`src/rtl/alu_program_sequencer.sv`:
```
// alu_program_sequencer
// Fetch/decode/execute controller for the 8-bit register-file + ALU datapath.
// Instructions are fetched one at a time from an external memory. Each one is
// decoded into register addresses, an ALU opcode and write-back controls, and
// then executed in a single cycle. The sequencer stops on HALT and can be
// restarted from address 0.
//
// Fetch handshake: imem_req rises on entry to FETCH. It stays high, with
// imem_addr held stable, up to and including the cycle in which imem_ack is
// sampled high. The word on imem_data in that cycle is the instruction. An
// imem_ack seen in any other cycle is ignored.
module alu_program_sequencer #(
  parameter int         PC_W   = 8,
  parameter logic [7:0] MAX_OP = 8'h14
) (
  input  logic            clk,
  input  logic            rst,
  input  logic            start,
  output logic            imem_req,
  output logic [PC_W-1:0] imem_addr,
  input  logic            imem_ack,
  input  logic [15:0]     imem_data,
  output logic [2:0]      reg_addr_a,
  output logic [2:0]      reg_addr_b,
  output logic [7:0]      alu_opcode,
  output logic            write_enable,
  output logic            wb_sel,
  input  logic [7:0]      in_port,
  output logic [7:0]      out_port,
  output logic            out_valid,
  input  logic [7:0]      reg_a_data,
  output logic            busy,
  output logic            halted,
  output logic [2:0]      dbg_state,
  output logic [15:0]     dbg_ir,
  output logic [7:0]      dbg_in_sample
);

  localparam logic [7:0] OP_WB_LO = 8'h0C;
  localparam logic [7:0] OP_WB_HI = 8'h10;
  localparam logic [7:0] OP_IN    = 8'h11;
  localparam logic [7:0] OP_OUT   = 8'h12;
  localparam logic [7:0] OP_HALT  = 8'h13;
  localparam logic [7:0] OP_WB_X  = 8'h14;
  localparam logic [7:0] OP_NOP   = 8'hFF;

  typedef enum logic [2:0] {
    S_IDLE    = 3'd0,
    S_FETCH   = 3'd1,
    S_DECODE  = 3'd2,
    S_EXECUTE = 3'd3,
    S_HALTED  = 3'd4
  } state_t;

  state_t          r_state;
  state_t          w_next;
  logic [PC_W-1:0] r_pc;
  logic [15:0]     r_ir;
  logic [7:0]      r_out_port;
  logic            r_out_valid;
  logic [7:0]      r_in_sample;

  logic [7:0]      w_op;
  logic            w_exec;
  logic            w_is_wb;
  logic            w_is_in;
  logic            w_is_out;
  logic            w_is_halt;
  logic            w_restart;

  // The opcode field is decoded from the instruction register. Anything past
  // the highest defined opcode becomes a NOP. The reset value of the register
  // decodes to NOP with both register addresses at 0.
  assign w_op      = (r_ir[15:8] > MAX_OP) ? OP_NOP : r_ir[15:8];
  assign w_exec    = (r_state == S_EXECUTE);
  assign w_is_wb   = ((w_op >= OP_WB_LO) && (w_op <= OP_WB_HI)) || (w_op == OP_WB_X);
  assign w_is_in   = (w_op == OP_IN);
  assign w_is_out  = (w_op == OP_OUT);
  assign w_is_halt = (w_op == OP_HALT);
  assign w_restart = ((r_state == S_IDLE) || (r_state == S_HALTED)) && start;

  // State register
  always_ff @(posedge clk or posedge rst) begin
    if (rst) r_state <= S_IDLE;
    else     r_state <= w_next;
  end

  // Next-state logic; start is only looked at when not busy
  always_comb begin
    w_next = r_state;
    case (r_state)
      S_IDLE:    if (start) w_next = S_FETCH;
      S_FETCH:   if (imem_ack) w_next = S_DECODE;
      S_DECODE:  w_next = S_EXECUTE;
      S_EXECUTE: w_next = w_is_halt ? S_HALTED : S_FETCH;
      S_HALTED:  if (start) w_next = S_FETCH;
      default:   w_next = S_IDLE;
    endcase
  end

  // Program counter: cleared on (re)start; steps after every non-HALT instruction
  always_ff @(posedge clk or posedge rst) begin
    if (rst)                        r_pc <= '0;
    else if (w_restart)             r_pc <= '0;
    else if (w_exec && !w_is_halt)  r_pc <= r_pc + PC_W'(1);
  end

  // Instruction register: captures the fetched word on the accepted ack only
  always_ff @(posedge clk or posedge rst) begin
    if (rst)                                 r_ir <= {OP_NOP, 8'h00};
    else if ((r_state == S_FETCH) && imem_ack) r_ir <= imem_data;
  end

  // OUT copies reg A to the port with a one-cycle strobe; IN's input is traced
  always_ff @(posedge clk or posedge rst) begin
    if (rst) begin
      r_out_port  <= 8'h00;
      r_out_valid <= 1'b0;
      r_in_sample <= 8'h00;
    end else begin
      r_out_valid <= w_exec && w_is_out;
      if (w_exec && w_is_out) r_out_port  <= reg_a_data;
      if (w_exec && w_is_in)  r_in_sample <= in_port;
    end
  end

  assign imem_req      = (r_state == S_FETCH);
  assign imem_addr     = r_pc;
  assign reg_addr_a    = r_ir[7:5];
  assign reg_addr_b    = r_ir[4:2];
  assign alu_opcode    = w_op;
  assign write_enable  = w_exec && (w_is_wb || w_is_in);
  assign wb_sel        = w_exec && w_is_in;
  assign out_port      = r_out_port;
  assign out_valid     = r_out_valid;
  assign busy          = (r_state == S_FETCH) || (r_state == S_DECODE) || w_exec;
  assign halted        = (r_state == S_HALTED);
  assign dbg_state     = r_state;
  assign dbg_ir        = r_ir;
  assign dbg_in_sample = r_in_sample;

endmodule

```
`config.mk`:
```
export PLATFORM = sky130hd
export DESIGN_NAME = alu_program_sequencer
export DESIGN_NICKNAME = d
export VERILOG_FILES = /design/src/rtl/alu_program_sequencer.sv
export SDC_FILE = /design/constraint.sdc
export NUM_CORES = 1
export LEC_CHECK = 0
export CAP_MARGIN = 20
export CORE_ASPECT_RATIO = 2
export CORE_MARGIN = 5
export CORE_UTILIZATION = 40
export CTS_CLUSTER_SIZE = 10
export DETAILED_ROUTE_END_ITERATION = 16
export GPL_TIMING_DRIVEN = 0
export PLACE_DENSITY = 0.92
export RECOVER_POWER = 50
export SLEW_MARGIN = 25
export SYNTH_ARGS = -nofsm -noshare
export SYNTH_HDL_FRONTEND = slang
export SYNTH_SLANG_ARGS = --single-unit
```
`constraint.sdc`:
```
create_clock -name clk -period 2.54 [get_ports clk]
set_input_delay 0.381 -clock clk [delete_from_list [all_inputs] [get_ports clk]]
set_output_delay 0.381 -clock clk [all_outputs]
set_load 0.02 [all_outputs]
```
---- After elaboration in Yosys (flattened, before gate mapping) ----
Index checks and enable logic that the tools add are counted.
cells by class
  multiplexer cells ....................... 7
  add/sub/neg operators ................... 1
  $lt $le $gt $ge ......................... 3
  reductions and logical operators ........ 17
  equality and inequality tests ........... 10
operators with widths
  kind                                                                count
  equality test 8 x 5 -> 1 bit (second input constant)                4
  2-to-1 mux 8 bit                                                    3
  one-hot mux 3 bit (4 select lines)                                  1
  2-to-1 mux 3 bit                                                    3
  adder 8 x 1 -> 8 bit (second input constant)                        1
  greater-or-equal comparator 8 x 4 -> 1 bit (second input constant)  1
  > comparator 8 x 5 -> 1 bit (second input constant)                 1
  <= comparator 8 x 5 -> 1 bit (second input constant)                1
  logical AND 1 bit                                                   7
  equality test 3 x 2 -> 1 bit (second input constant)                2
  logical OR 1 bit                                                    5
  != test 2 x 1 -> 1 bit (second input constant)                      2
  equality test 3 x 1 -> 1 bit (second input constant)                1
  equality test 3 bit (second input constant)                         1
  zero test 3 bit                                                     1
  AND reduction 2 bit                                                 1
  nonzero test 2 bit                                                  1
  OR reduction 2 bit                                                  1
  zero test 1 bit                                                     1
storage, ports and cells
  word-level logic and storage cells ...... 44
  register bits after elaboration ......... 44
  output and inout port bits .............. 63

---- Depth between registers and ports, before layout ----
Gate-level depths: netlist of run 1.
  depth in word-level cells ............... 7
  mapped depth ............................ 6
  gate-level depth less buffers ........... 4

---- Worst setup path after synthesis of run 1 ----
No wires, ideal clock.
  path kind ............................... register -> register
  from .................................... register r_state[1] (netlist: dbg_state[1])
  to ...................................... register r_ir[0] (netlist: dbg_ir[0])
  stages on the path, launching flop included .. 7
  path buffers ............................ 3
  path slack .............................. 0.270 ns
  arrival time ............................ 2.145 ns
  library setup time ...................... 0.125 ns
  cells stage by stage .................... dfrtp_1 > buf_2 > nor3b_1 > and2_1 > buf_2 > buf_2 > mux2_2
between the ends
  longest elaborated chain between the ends .. 2
ends and longest elaborated chain
  element                       line  source
  start: declaration            55    state_t r_state;
  start signal: assignment      85    else r_state <= w_next;
  equality test 3 x 1 -> 1 bit  n/a
  via imem_req                  19    output logic imem_req,
  logical AND 1 bit             111   else if ((r_state == S_FETCH) && imem_ack) r_ir <= imem_data;
  end signal: assignment        110   if (rst) r_ir <= {OP_NOP, 8'h00};
  end signal: assignment        111
  end: declaration              58    logic [15:0] r_ir;
The timed path passes the listed nets, and every way through them passes these cells.
A chain may end at the register's enable or synchronous reset.

---- Worst setup path after layout of run 1 ----
  from .................................... register r_ir[15] (netlist: dbg_ir[15])
  to ...................................... output port wb_sel
between the ends
  longest elaborated chain between the ends .. 4
ends and longest elaborated chain
  element                         line  source
  > comparator 8 x 5 -> 1 bit     74    assign w_op = (r_ir[15:8] > MAX_OP) ? OP_NOP : r_ir[15:8];
  2-to-1 mux 8 bit *              74
  equality test 8 x 5 -> 1 bit *  77    assign w_is_in = (w_op == OP_IN);
  logical AND 1 bit *             133   assign wb_sel = w_exec && w_is_in;
  end: declaration                27    output logic wb_sel,
Mark *: on every way between the ends. The rest lies on a longest branch, timed or not.

==> results by group, run 1 <==
Run status
  – Status: complete, no violations

Clock tree
  – Total clock sinks: 44
  – Cts-stage hold buffer count: 0
  – CTS Buf Count: 5
  – Clk_lat worst skew: 0.30 ns
  – Reg clk slew, reported paths: 0.08 ns
  – CTS H-tree depth: 2
  – CTS Root Cell: clkbuf_8
  – CTS tree: built
  – CTS max path bufs: 2

Synthesis
  – Number of synthesis warnings: 0
  – Ys async rst share: 100.0%
  – Main synth FF type: dfrtp_1
  – Number of synthesized flops with an enable pin: 0
  – Mapped Area: 0.002002 mm²
  – Syn Inst Count: 162
  – Syn avg cell area: 12.36 µm²
  – Syn Nets: 199
  – Unique masters post-synth: 35
  – Register bit total from synthesis: 44
  – Sequential-to-total area share from yosys stat: 55.50%

Worst setup path
  – FF-to-FF setup slack: 0.51 ns
  – Critical setup path kind: reg2out
  – Worst r2r dst: dbg_ir[0]$_DFFE_PP0P_
  – Required time of the critical path: 2.16 ns
  – Critical path launch point type: flip-flop
  – CP Capture Type: output port
  – WP data arrival: 1.97 ns
  – Crit-path max FO: 4
  – Reg2Reg Depth: 6
  – Reg-to-reg critical path startpoint: dbg_state[1]$_DFFE_PP0P_

Drt
  – Detail Route Antenna Nets: 0
  – Drt total wl: 5511 µm
  – DR iter-0 viols: 45
  – DRC: 0
  – WL/cell: 16.96 µm
  – Drt via density: 5.206
  – Via count: 1692
  – Pre-Repair DR Iteration Count: 4

Pwr
  – Comb pwr share: 51.2%
  – Clock share of power: 13.7%
  – Sw Ratio: 38.45%
  – Max IR drop VDD: 0.0008001 V
  – PwrDens: 1089 mW/mm²
  – Power Total: 3.469 mW
  – Flop pwr share: 35.1%
  – Pleak: 1.349 nW
  – Net Sw Power: 1.334 mW
  – Internal power: 2.135 mW

STA
  – RSZ-0062 raised after global routing: no
  – Final critical-path required period: 2.352 ns
  – Setup violators final: 0
  – Fmax: 425.1 MHz
  – Crit share post-route: 92.60%
  – Setup tns final: 0 ns
  – Max-slew violations: 0
  – Hold Violations, Final: 0
  – Setup ws final: 0.1878 ns
  – Final Skew: 0.005433 ns
  – Slew @ Worst Pin: 0.9535 ns
  – Worst slew margin: 36.36%

Placement
  – Post-place setup slack: -0.1094 ns
  – Placed Area: 0.003082 mm²
  – Placed insts: 318
  – IO buf count: 98
  – GP Congestion: 0.7748
  – Final HPWL DP: 4455 µm

Floorplanning
  – Site Rows: 36
  – Die Area: 0.006605 mm²
  – Core area: 0.004865 mm²
  – Initial core utilization: 41.15%
  – Die Wd: 60.03 µm
  – Ports: 99
  – Die boundary height: 110.0 µm

Layout
  – FILL cells: 382
  – Nets: 304
  – Proportion of layout cells with a drive suffix above 1: 25.00%
  – Synthesis-to-finish area growth: 59.13%
  – Fin cells: 325
  – Final Cell Area: 0.003186 mm²
  – N_diodes: 0

GRT
  – First-pass GRT wire length: 9025 µm
  – GRT Residual Overflow: 0
  – Initial antenna violation count: 0
  – Vias in the first global route: 1841
  – GRT Overall Usage: 18.80%
  – Largest net degree at the start of global routing: 24

Worst hold path
  – Worst min-delay path startpoint: imem_addr[3]$_DFFE_PP0P_
  – Hold Crit Class: reg2reg
  – Hold Crit Endpoint: imem_addr[3]$_DFFE_PP0P_
  – Hold depth: 1

Flow run
  – Max Cap Viol: 0
-- how the worst max path moves through the flow --
stage,start,end,slack (ns),cells past startpoint
after floorplan,dbg_state[1]$_DFFE_PP0P_,dbg_ir[0]$_DFFE_PP0P_,0.27,6
after global placement,dbg_ir[15]$_DFFE_PP1P_,wb_sel,-0.11,5
after detailed placement,dbg_ir[15]$_DFFE_PP1P_,wb_sel,-0.11,5
after CTS,dbg_ir[8]$_DFFE_PP1P_,alu_opcode[5],0.0002,5
after global routing,dbg_ir[15]$_DFFE_PP1P_,wb_sel,0.05,5
final,dbg_ir[15]$_DFFE_PP1P_,wb_sel,0.19,5
-- registers in the layout (all words and copies together), names as in the netlist --
name           cells
out_valid          1
out_port           8
dbg_state          3
dbg_in_sample      8
dbg_ir            16
imem_addr          8
-- per-layer routing --
layer / global-route usage (%) / routed length (µm) / vias up / share of wire (%)
met5: 0 / 0 / - / 0
met4: 11.73 / 290 / 0 / 5.3
met3: 4.895 / 255 / 19 / 4.6
met2: 34.13 / 3237 / 60 / 59
met1: 17.82 / 1726 / 833 / 31
li1: - / - / 780 / -
-- through the flow --
step,hold WS [ns],utilization [%]
after global routing,0.5144,65.48
after detailed placement,0.4849,63.35
after CTS,0.4439,65.56
after global placement,0.4765,62.78
after floorplan,0.4701,-
final,0.4881,65.48
-- synth_stat cells, drive strengths merged (4+ instances only) --
cell type,instances,area [µm²]
mux2,32,360.4
a21oi,6,30.03
buf,10,63.80
dfstp,8,210.2
inv,6,22.52
nand2,12,45.04
dfrtp,36,900.9
nor2,4,15.01
nand4,4,25.02
nand3b,4,42.54
or2,5,31.28
-- what timing repair did --
action,in CTS,in global routing
gates resized for setup,9,0
buffers inserted,1,0
pin swaps,1,0
endpoints found under the setup margin,7,7
-- final cells by class --
type	count	area, µm²	area share [%]
Sequential cell	44	1111	34.88
Clock buffer	8	100.1	3.142
Inverter	6	22.52	0.7070
Buffer	10	63.81	2.003
Multi-Input combinational cell	100	808.3	25.37
Tap cell	57	71.32	2.239
Timing Repair Buffer	100	1008	31.66
-- worst max-delay path, stage by stage, from the launching register on --
cell,delay (ns)
dfstp_2,0.39
or3_1,0.41
nor4_2,0.28
nand3b_1,0.19
inv_1,0.08
dlygate4sd2_1,0.33
-- cells by family (layout without fill, tap and decap cells) --
| kind of cell | count (synthesis) | in the layout | synth area share (%) |
|---|---|---|---|
| AND/OR/NAND/NOR | 45 | 45 | 13.62 |
| flip-flops | 44 | 44 | 55.50 |
| multiplexers | 35 | 35 | 19.50 |
| AO/OA/AOI/OAI | 18 | 18 | 5.625 |
| buffers and inverters | 18 | 124 | 4.687 |
| adder cells (fa/ha/maj) | 1 | 1 | 0.6249 |
| XOR/XNOR | 1 | 1 | 0.4376 |
-- power groups by stage --
stage,combinational [mW],sequential [mW],clock [mW]
3_3_place_gp,1.83,1.18,0
4_1_cts,1.86,1.21,0.497
2_1_floorplan,0.740,1.44,0
6_report,1.78,1.22,0.475
3_5_place_dp,1.89,1.20,0
5_1_grt,1.89,1.26,0.523
-- cells in the final DEF (no fill, tap or decap), drive strengths merged, types with 3 or more instances in the layout --
cell / n
a21oi: 6
and2: 3
buf: 12
clkbuf: 8
clkdlybuf4s50: 63
dfrtp: 36
dfstp: 8
dlygate4sd2: 6
dlygate4sd3: 29
inv: 6
mux2: 32
mux2i: 3
nand2: 12
nand3b: 4
nand4: 4
nor2: 4
nor3b: 3
o21ai: 3
or2: 5
(Power assumes the default switching activity.)
==> run 2: changes to the inputs <==
--- a/config.mk
+++ b/config.mk
@@ -14,7 +14,7 @@
 export GPL_TIMING_DRIVEN = 0
 export PLACE_DENSITY = 0.92
 export RECOVER_POWER = 50
-export SLEW_MARGIN = 25
+export SLEW_MARGIN = 20
 export SYNTH_ARGS = -nofsm -noshare
 export SYNTH_HDL_FRONTEND = slang
 export SYNTH_SLANG_ARGS = --single-unit
==> results of run 2 <==
Same layout as run 1: the final DEF is identical, and so are final timing and power.
